==> config.mk <==
export PLATFORM = sky130hd
export DESIGN_NAME = shift_compute
export DESIGN_NICKNAME = d
export VERILOG_FILES = /design/src/rtl/shift_compute_pkg.sv /design/src/rtl/shift_compute_alu.sv /design/src/rtl/shift_compute.sv
export SDC_FILE = /design/constraint.sdc
export NUM_CORES = 1
export LEC_CHECK = 0
export BUFFER_PORTS_ARGS = -buffer_cell sky130_fd_sc_hd__buf_2
export CORE_ASPECT_RATIO = 1.25
export CORE_MARGIN = 5
export CORE_UTILIZATION = 38
export DETAILED_ROUTE_END_ITERATION = 10
export PLACE_DENSITY_LB_ADDON = 0.08
export SETUP_SLACK_MARGIN = 0.4
export SLEW_MARGIN = 20
export SYNTH_ARGS = -nofsm -noshare
export SYNTH_HDL_FRONTEND = slang
export SYNTH_SLANG_ARGS = --single-unit
==> constraint.sdc <==
create_clock -name clk -period 3.2 [get_ports clk]
set_input_delay 0 -clock clk [delete_from_list [all_inputs] [get_ports clk]]
set_output_delay 0 -clock clk [all_outputs]
set_load 0.1 [all_outputs]
==> src/rtl/shift_compute_pkg.sv <==
// Shared constants, control-bus bit positions and latch-operation encoding
// for the bit-serial compute tile.
package shift_compute_pkg;

  // Operand/register width; the 8-bit ui/uo buses fix this at 8.
  localparam int WIDTH = 8;
  // Register-bank depth; addressed by the 3-bit select field.
  localparam int NREGS = 8;
  localparam int SEL_W = 3;

  // Bit positions inside ui_in.
  localparam int DATA    = 0;
  localparam int SEL_LSB = 1;
  localparam int SEL_MSB = 3;
  localparam int ADD     = 4;
  localparam int AND     = 5;

  // Latch operation, encoded directly as {latch_and, latch_add}.
  typedef enum logic [1:0] {
    OP_NONE = 2'b00,
    OP_ADD  = 2'b01,
    OP_AND  = 2'b10,
    OP_LOAD = 2'b11
  } op_e;

  // Map the two latch strobes onto an operation.
  function automatic op_e decode_op(input logic latch_add, input logic latch_and);
    op_e op;
    case ({latch_and, latch_add})
      2'b01:   op = OP_ADD;
      2'b10:   op = OP_AND;
      2'b11:   op = OP_LOAD;
      default: op = OP_NONE;
    endcase
    return op;
  endfunction

endpackage

==> src/rtl/shift_compute_alu.sv <==
// Combinational next-value logic for one bank register: the current
// register value r combined with the shifted operand s under op.
module shift_compute_alu
  import shift_compute_pkg::*;
(
  input  logic [WIDTH-1:0] r,
  input  logic [WIDTH-1:0] s,
  input  op_e              op,
  output logic [WIDTH-1:0] result
);

  // Select the combined value; add wraps because the sum is truncated to WIDTH.
  always_comb begin
    result = r;
    case (op)
      OP_ADD:  result = r + s;
      OP_AND:  result = r & s;
      OP_LOAD: result = s;
      default: result = r;
    endcase
  end

endmodule

==> src/rtl/shift_compute.sv <==
// Bit-serial compute tile: an operand is shifted in MSB first, then latch
// strobes fold it into one of eight bank registers. The bank register picked
// by select is always visible on uo_out.
module shift_compute
  import shift_compute_pkg::*;
(
  input  logic       clk,
  input  logic       rst,
  input  logic [7:0] ui_in,
  output logic [7:0] uo_out
);

  logic             data_in;
  logic [SEL_W-1:0] sel;
  logic             latch_add;
  logic             latch_and;
  op_e              op;

  logic [WIDTH-1:0] shift_q;
  logic [WIDTH-1:0] bank_q [NREGS];
  logic [WIDTH-1:0] alu_result;

  // ui_in[7:6] are spare bits of the tile bus and deliberately ignored.
  logic unused_ui;
  assign unused_ui = ^ui_in[7:6];

  assign data_in   = ui_in[DATA];
  assign sel       = ui_in[SEL_MSB:SEL_LSB];
  assign latch_add = ui_in[ADD];
  assign latch_and = ui_in[AND];
  assign op        = decode_op(latch_add, latch_and);

  // The ALU sees the shift register as it was before this edge, so the
  // data_in bit arriving in a latch cycle starts the next operand instead.
  shift_compute_alu u_alu (
    .r      (bank_q[sel]),
    .s      (shift_q),
    .op     (op),
    .result (alu_result)
  );

  // Operand shift register: shifts every cycle, including latch cycles.
  always_ff @(posedge clk) begin
    if (rst) begin
      shift_q <= '0;
    end else begin
      shift_q <= {shift_q[WIDTH-2:0], data_in};
    end
  end

  // Register bank: only the selected entry is written, and only on a latch.
  always_ff @(posedge clk) begin
    if (rst) begin
      for (int i = 0; i < NREGS; i++) begin
        bank_q[i] <= '0;
      end
    end else if (op != OP_NONE) begin
      bank_q[sel] <= alu_result;
    end
  end

  // Output mux follows select with no clock involved.
  always_comb begin
    uo_out = bank_q[sel];
  end

endmodule

==> results of run 1 <==
flip-flops by register name, indices dropped and copies added, names as in the netlist:
register / cells
bank_q: 64
shift_q: 8
metal layers:
layer	share of wire, %	track usage (%)
met2	52	28.8
met4	2.1	8.08
met1	43	20.4
met3	2.9	2.28
met5	0	0
power by group through the flow:
stage          Sequential [mW]  Clock, mW  Combinational (mW)
3_5_place_dp              1.10          0               0.363
4_1_cts                   1.08      0.927               0.379
3_3_place_gp              1.10          0               0.360
5_1_grt                   1.08      0.956               0.422
6_report                  1.08      0.906               0.393
2_1_floorplan             1.09          0               0.279
critical path, cell delays in order (launching register included):
cell and delay (ns):
edfxtp_1 0.41, mux4_2 0.46, mux2_4 0.31, ha_4 0.17
inv_2 0.05, fa_2 0.20, and2b_2 0.22, o21a_1 0.17
or3_4 0.34, a21oi_4 0.15, buf_12 0.14, nor3b_1 0.05
cells in the final DEF (no fill, tap or decap), types with 3 or more instances in the layout:
cell type,n
edfxtp_1,64
nor2_1,60
nand2_1,20
buf_2,15
buf_4,11
mux4_2,10
mux2_2,10
nor2b_1,10
nand2b_1,9
clkbuf_16,9
nor3b_1,8
dfxtp_1,8
a21oi_1,7
nand2_2,5
nor2_2,5
clkbuf_1,5
mux2i_1,4
ha_4,4
inv_1,3
o21ai_0,3
timing repair:
| item | CTS | global route |
|---|---|---|
| hold buffers | 1 | 0 |
| endpoints found under the setup margin | 32 | 32 |
| pin swaps | 4 | 3 |
| hold endpoints to repair | 1 | 0 |
| buffers inserted | 4 | 2 |
| resized for setup | 10 | 21 |
final timing paths:
path                      from           end  slack, ns  depth (start not counted)
setup / recovery  bank_q[0][0]  bank_q[2][4]       0.25                         11
hold / removal             rst    shift_q[0]        0.1                          2
setup reg to reg  bank_q[0][0]  bank_q[2][4]       0.25                         11
hold reg to reg     shift_q[3]    shift_q[4]       0.49                          1
logic make-up after synthesis:
| kind of cell | Yosys count | synth area share [%] |
|---|---|---|
| buf+inv | 16 | 2.09 |
| mux | 27 | 11.4 |
| xor+xnor | 2 | 0.487 |
| fa+ha+maj | 9 | 3.34 |
| compound gates | 38 | 7.82 |
| flops | 72 | 57.8 |
| simple gates | 130 | 17.0 |
cell type report:
type | count | area share [%]
Multi-Input combinational cell | 206 | 38.7
Sequential cell | 72 | 46.9
Inverter | 6 | 0.592
Timing Repair Buffer | 29 | 4.48
Clock inverter | 1 | 0.113
Clock buffer | 15 | 5.80
Tap cell | 123 | 3.47
per-stage QoR:
stage / hold WS (ns) / util (%) / setup slack (ns) / area, sq um / cells
2_1_floorplan: 0.0716 / - / 0.249 / 3730 / 294
3_3_place_gp: 0.210 / 42.9 / 0.183 / 3960 / 429
3_5_place_dp: 0.222 / 42.9 / 0.153 / 3960 / 429
4_1_cts: 0.0919 / 46.8 / 0.220 / 4320 / 450
5_1_grt: 0.105 / 48.1 / 0.174 / 4440 / 452
6_report: 0.0951 / 48.1 / 0.251 / 4440 / 452
==> flow_summary.yaml, run 1 <==
status:
  outcome: "complete, no violations"
pwr:
  clkPwrFrac_pct: 38.1
  switching_share_pct: 26.7
  p_switching_mw: 0.636
  worst_ir_drop_vdd_uv: 267
  combPwrFrac_pct: 16.5
  power_leakage_nw: 1.60
  power.density_nw_per_um2: 535
  finalPower_mw: 2.38
  pwr-share-seq_pct: 45.4
  p_int_mw: 1.74
sta:
  finalClockSkew_ns: 0.00529
  finalCritPeriodShare_pct: 92.2
  slew_headroom_pct: 63.2
  timing.fmax_mhz: 339
  setup_viol_count_final: 0
  min_period_ns: 2.95
  tns_ns: 0
  rsz0062_at_grt: "true"
  slew_violations: 0
  worst_slew_pin_slew_ns: 0.551
  hold_viol_final: 0
setup_path:
  crit_type: "flip-flop to flip-flop"
  cp.required_ns: 3.27
  critPathMaxFanout: 8
  critPathArrivalTime_ns: 3.02
  endpoint_kind: "flip-flop"
  worstSetupStartpointType: "flip-flop"
clock_tree:
  cts_buffer_depth: 2
  cts_inserted_buffers: 9
  cts_root_buffer: "clkbuf_16"
  path_clk_slew_ns: 0.05
  tritoncts: "done"
  htreeDepth: 3
  clock_latency_ns: 0.33
  cts_sinks: 72
global_routing:
  grt_pass1_vias: 2466
  grt_max_degree: 18
  track_usage_pct: 16.6
  grt_first_pass_wirelength_mm: 14.2
  antenna_found_initial: 0
  grt_overflow: 0
layout:
  n_antenna_cell: 0
  fill_cells: 837
  regArea_sq_um: 2080
  area_growth_pct: 23.4
  multi_input_area_sq_um: 1720
  layout-drive-gt1-share_pct: 32.8
  fin_nets: 343
logic_synthesis:
  syn_inst: 294
  yosysSeqAreaShare_pct: 57.8
  netlist.top_cell.by_area: "edfxtp_1"
  syn-num-nets: 313
  avgSynthCellArea_sq_um: 12.2
  async_reset_ff_share_pct: 0
  synth_most_common_cell: "nor2_1"
  yosys-top-cells-area: "edfxtp_1, nor2_1, mux4_2"
  netlist.area_leader.share_pct: 53.4
  mappedNetlistArea_sq_um: 3600
  synth_warnings: 0
  synth_commonest_cells: "nor2_1, edfxtp_1, nand2_1, mux2_2"
  ys.flop_type: "edfxtp_1"
  synth_edf_count: 64
  synth_cell_types: 47
  synth-seq-cells: 72
detailed_routing:
  wl_mm: 9.08
  firstDrtPassIters: 6
  drtAntennaViolNets: 0
  vias_per_cell: 5.28
  drc_errors: 0
  drt-initial-drc-count: 193
  vias: 2386
  post_drt_wl_per_cell_um: 20.1
floorplanning:
  die_y_um: 119
  ios: 18
  rows: 39
  dieArea_sq_um: 11500
  start_util_pct: 39.0
  fp.dieW_um: 97.1
  core-area_sq_um: 9220
placement:
  dp_hpwl_mm: 6.43
  io_buffers: 15
  gp_congestion: 0.776
worst_hold_path:
  hp-class: "input port to flip-flop"
job:
  drv_cap: 0
Note: power is estimated with default switching activity, not from simulation.
==> run 2: changes to the inputs <==
- CORE_UTILIZATION: 38 -> 45
- TNS_END_PERCENT: default -> 20
==> run 2 against run 1 <==
- cell count fell by 7.1%
- hold slack got worse by 0.073 ns
- combinational power is 7.1% lower
- register-to-register slack better by 0.05 ns
- non-clock buffer count shrank 3
- utilization up 4.9 points
- largest power group unchanged
- first-iteration DRC count grew 70%
- sequential power about the same
- count of clock-buffer cells in the layout decreased by 1
==> flow_summary.yaml, run 2 (synthesis results as in run 1) <==
layout:
  regArea_sq_um: 2080
  multi_input_area_sq_um: 1580
  utilization_pct: 53.1
  area_growth_pct: 14.9
  n_antenna_cell: 0
  layout_commonest_cell: "nor2_1"
  final_cell_mix: "nor2_1, edfxtp_1, nand2_1"
  reg_top3: "bank_q: 64 flops, shift_q: 8 flops"
  largest-register: "bank_q"
  largest_register_ffs: 64
  fin_nets: 340
  fill_cells: 666
  layout-drive-gt1-share_pct: 27.1
setup_path:
  path_depth: 11
  cp_top_family: "multiplexers"
  rr_worst_depth: 11
  critPathMaxFanout: 8
  cp-startpoint: "bank_q[7][0]"
  crit_type: "flip-flop to flip-flop"
  endpoint: "bank_q[3][4]"
  r2r_start: "bank_q[7][0]"
  crit_buf_inv: 2
  critPathArrivalTime_ns: 2.99
  reg2reg_slack_ns: 0.30
  worstSetupStartpointType: "flip-flop"
  slowest_delay_ns: 0.48
  cp.required_ns: 3.29
  crit_slowest_cell: "mux4_2"
  timing.rr.end: "bank_q[3][4]"
  endpoint_kind: "flip-flop"
  crit_chain: "mux4_2 -> mux2_4 -> ha_4 -> inv_2 -> fa_2 -> and2b_2 -> o21a_1 -> or3_4 -> a21oi_4 -> buf_12 -> nor3b_1"
detailed_routing:
  wl_mm: 8.86
  vias_per_cell: 5.72
  post_drt_wl_per_cell_um: 21.1
  drtAntennaViolNets: 0
  drc_errors: 0
  drt-initial-drc-count: 329
  firstDrtPassIters: 4
  vias: 2402
worst_hold_path:
  worstHoldPathCells: 2
  hp-class: "input port to flip-flop"
pwr:
  worst_ir_drop_vdd_uv: 246
  finalPower_mw: 2.06
  power.density_nw_per_um2: 498
  power_leakage_nw: 1.53
global_routing:
  antenna_found_initial: 0
  grt_max_degree: 18
  grt_overflow: 0
  track_usage_pct: 19.3
  grt_first_pass_wirelength_mm: 14.0
  grt_pass1_vias: 2468
sta:
  hold_viol_final: 0
  setup_viol_count_final: 0
  rsz0062_at_grt: "true"
  tns_ns: 0
  slew_violations: 0
  worst_slew_pin_slew_ns: 0.655
  min_period_ns: 2.90
  finalClockSkew_ns: 0.00818
  finalCritPeriodShare_pct: 90.7
  holdWs_ns: 0.0222
  timing.fmax_mhz: 345
  slew_headroom_pct: 56.0
clock_tree:
  path_clk_slew_ns: 0.07
  tritoncts: "done"
  clock_latency_ns: 0.35
  htreeDepth: 3
  cts_buffer_depth: 2
  cts_inserted_buffers: 9
  cts_sinks: 72
  cts_root_buffer: "clkbuf_8"
floorplanning:
  die_y_um: 110
  dieArea_sq_um: 9900
  start_util_pct: 46.2
  ios: 18
  core-area_sq_um: 7790
  rows: 36
  fp.dieW_um: 90.0
placement:
  gp_congestion: 0.852
  io_buffers: 15
  dp_hpwl_mm: 6.11
job:
  drv_cap: 0
status:
  outcome: "complete, no violations"
-- run 2: how the worst min path moves through the flow --
stage / to / slack (ns) / start
finish: shift_q[2] / 0.02 / rst
global route: shift_q[2] / 0.05 / rst
CTS: shift_q[2] / 0.02 / rst
detailed placement: shift_q[0] / 0.22 / ui_in[0]
global placement: shift_q[0] / 0.21 / ui_in[0]
floorplan: shift_q[1] / 0.07 / rst
-- run 2: layout make-up --
class,instances,share of cell area [%]
clock buffers,14,3.69
clock inverters,1,0.121
repair buffers,26,4.18
multi-input cells,206,38.2
inverters,6,0.635
flip-flops and latches,72,50.3
well taps,95,2.87
-- run 2: worst reg2reg max path, stage by stage (launching register included) --
cell,delay [ns]
edfxtp_1,0.37
mux4_2,0.48
mux2_4,0.30
ha_4,0.17
inv_2,0.05
fa_2,0.20
and2b_2,0.23
o21a_1,0.18
or3_4,0.34
a21oi_4,0.15
buf_12,0.14
nor3b_1,0.05
-- run 2: where the power goes --
| part | internal [mW] | switching, mW |
|---|---|---|
| clock network | 0.299 | 0.320 |
| logic | 0.114 | 0.251 |
| registers | 1.06 | 0.0116 |
| total | 1.48 | 0.583 |
-- run 2: per-stage QoR --
| step | area, sq um | instances | worst slack (ns) |
|---|---|---|---|
| after floorplan | 3720 | 294 | 0.247 |
| after global placement | 3920 | 402 | 0.188 |
| after detailed placement | 3920 | 402 | 0.185 |
| after CTS | 4130 | 420 | 0.257 |
| after global routing | 4140 | 420 | 0.206 |
| final | 4140 | 420 | 0.298 |
-- run 2: layer usage --
metal	share of wire (%)	track usage (%)	up-vias	routed length, um
li1	-	-	1127	-
met2	52	34.5	80	4580
met1	40	22.6	1180	3540
met5	0	0	-	0
met3	6.2	4.82	15	552
met4	2.1	7.23	0	187
-- run 2: repair_timing --
item                                    in CTS  in global routing
cloned                                       0                  0
hold buffers                                 1                  0
pin swaps                                    3                  3
resized for setup                            5                  2
setup buffers                                2                  0
hold endpoints to repair                     1                  0
endpoints found under the setup margin      24                 33
==> run 3: changes to the inputs <==
- clock period: 3.2 -> 2.58 ns (I/O delays scaled with it)
==> run 3 against run 2 <==
- the run now ends with negative setup slack left
- critical path depth is the same
- sequential power grew 23%
- count of clock-buffer cells in the layout shrank 5
- register-to-register slack lost 0.59 ns
- combinational power grew 45%
- design area grew 11%
- worst setup slack lost 0.59 ns
- via count grew 9.6%
- critical path type unchanged
- largest cell class unchanged
- largest power group unchanged
- highest routed layer unchanged
==> flow_summary.yaml, run 3 (synthesis results as in run 1) <==
status:
  outcome: "finished, violations left"
  failed_checks: "negative setup slack"
worst_hold_path:
  hold_path_end: "shift_q[2]"
  worstHoldPathCells: 2
  min_from: "rst"
  hp-class: "input port to flip-flop"
clock_tree:
  htreeDepth: 3
  cts_sinks: 72
  cts_buffer_depth: 2
  clock_latency_ns: 0.35
  tritoncts: "done"
  path_clk_slew_ns: 0.08
  cts_root_buffer: "clkbuf_8"
  cts_inserted_buffers: 9
setup_path:
  crit_slowest_cell: "mux4_2"
  crit_buf_inv: 2
  slowest_delay_ns: 0.46
  critPathArrivalTime_ns: 2.98
  crit_type: "flip-flop to flip-flop"
  r2r_start: "bank_q[2][0]"
  worstSetupStartpointType: "flip-flop"
  cp.required_ns: 2.69
  critPathMaxFanout: 8
  cp_top_family: "multiplexers"
  reg2reg_slack_ns: -0.30
  timing.rr.end: "bank_q[1][4]"
  endpoint_kind: "flip-flop"
  crit_chain: "mux4_2 -> mux2_4 -> ha_4 -> inv_2 -> fa_2 -> and2b_2 -> o21a_1 -> or3_4 -> a21oi_4 -> buf_12 -> nor3b_1"
  rr_worst_depth: 11
layout:
  n_antenna_cell: 0
  reg_top3: "bank_q: 64 flops, shift_q: 8 flops"
  final_cell_mix: "edfxtp_1, nor2_1, buf_4"
  largest-register: "bank_q"
  layout-drive-gt1-share_pct: 39.9
  layout_commonest_cell: "edfxtp_1"
  fin_nets: 385
  largest_register_ffs: 64
  area_growth_pct: 27.2
  final_area_sq_um: 4580
detailed_routing:
  firstDrtPassIters: 4
  drt-initial-drc-count: 224
  drtAntennaViolNets: 0
  post_drt_wl_per_cell_um: 20.0
  vias: 2633
  drc_errors: 0
  wl_mm: 9.33
  vias_per_cell: 5.65
sta:
  setup_viol_count_final: 40
  rsz0062_at_grt: "true"
  finalCritPeriodShare_pct: 111
  min_period_ns: 2.88
  hold_viol_final: 0
  slew_headroom_pct: 62.4
  worst_slew_pin_slew_ns: 0.564
  timing.fmax_mhz: 348
  slew_violations: 0
  finalClockSkew_ns: 0.00652
  setup_slack_ns: -0.295
global_routing:
  grt_pass1_vias: 2674
  antenna_found_initial: 0
  grt_overflow: 0
  grt_max_degree: 18
  track_usage_pct: 20.1
  grt_first_pass_wirelength_mm: 14.6
floorplanning:
  fp.dieW_um: 90.0
  start_util_pct: 46.2
  core-area_sq_um: 7790
  ios: 18
  die_y_um: 110
  dieArea_sq_um: 9900
  rows: 36
placement:
  placed_area_sq_um: 4240
  dp_hpwl_mm: 6.51
  gp_congestion: 0.845
  io_buffers: 15
pwr:
  power_leakage_nw: 1.76
  finalPower_mw: 2.74
  power.density_nw_per_um2: 599
  worst_ir_drop_vdd_uv: 369
job:
  drv_cap: 0
## run 3: cell count changes in the layout (fill, tap and decap cells not counted), moves of 3 or more
cell / before / now
buf_6: 0 / 3
buf_4: 9 / 51
clkbuf_1: 4 / 0
nor2_1: 65 / 60
nor2_2: 0 / 5
## run 3: worst max-delay path by stage
stage / start / to / slack (ns) / depth (start not counted)
floorplan: bank_q[7][1] / bank_q[0][7] / -0.37 / 10
global placement: ui_in[1] / bank_q[7][7] / -0.33 / 13
detailed placement: bank_q[2][0] / bank_q[3][6] / -0.39 / 10
CTS: bank_q[2][0] / bank_q[0][4] / -0.30 / 10
global route: bank_q[0][0] / bank_q[1][4] / -0.39 / 11
finish: bank_q[2][0] / bank_q[1][4] / -0.30 / 11
## run 3: per-layer routing
layer	part of all wire, %	routed length, um	vias to the layer above	global-route usage [%]
met5	0	0	-	0
met4	2.7	250	0	8.94
met3	5.7	534	20	3.87
met2	51	4750	76	36.0
met1	41	3800	1313	23.5
li1	-	-	1224	-
## run 3: final cells by class
class,instances,area (sq um)
clock buffer,9,124
clock inverter,7,62.6
fill,679,3210
inverter,6,26.3
multi-input combinational,206,1640
sequential,72,2080
tap,95,119
timing repair buffer,71,522
## run 3: power by group
| group | switching [mW] | total, mW | internal [mW] |
|---|---|---|---|
| clock | 0.443 | 0.879 | 0.436 |
| combinational | 0.333 | 0.529 | 0.195 |
| sequential | 0.0143 | 1.33 | 1.32 |
| total | 0.790 | 2.74 | 1.95 |
## run 3: timing repair
action / CTS / global route
pin swaps: 6 / 9
setup endpoints to repair: 64 / 64
gates resized for setup: 14 / 13
hold endpoints to repair: 1 / 0
hold buffers: 1 / 0
buffers inserted: 3 / 1
## run 3: stage by stage
stage          worst slack (ns)  hold WS, ns  std cells  util, %  setup TNS (ns)
2_1_floorplan            -0.373       0.0716        294        -          -12.96
3_3_place_gp             -0.330        0.208        445     54.4          -10.29
3_5_place_dp             -0.392        0.235        445     54.4          -11.37
4_1_cts                  -0.297       0.0119        465     57.8           -7.88
5_1_grt                  -0.387       0.0376        466     58.8          -11.00
6_report                 -0.295       0.0349        466     58.8           -7.31
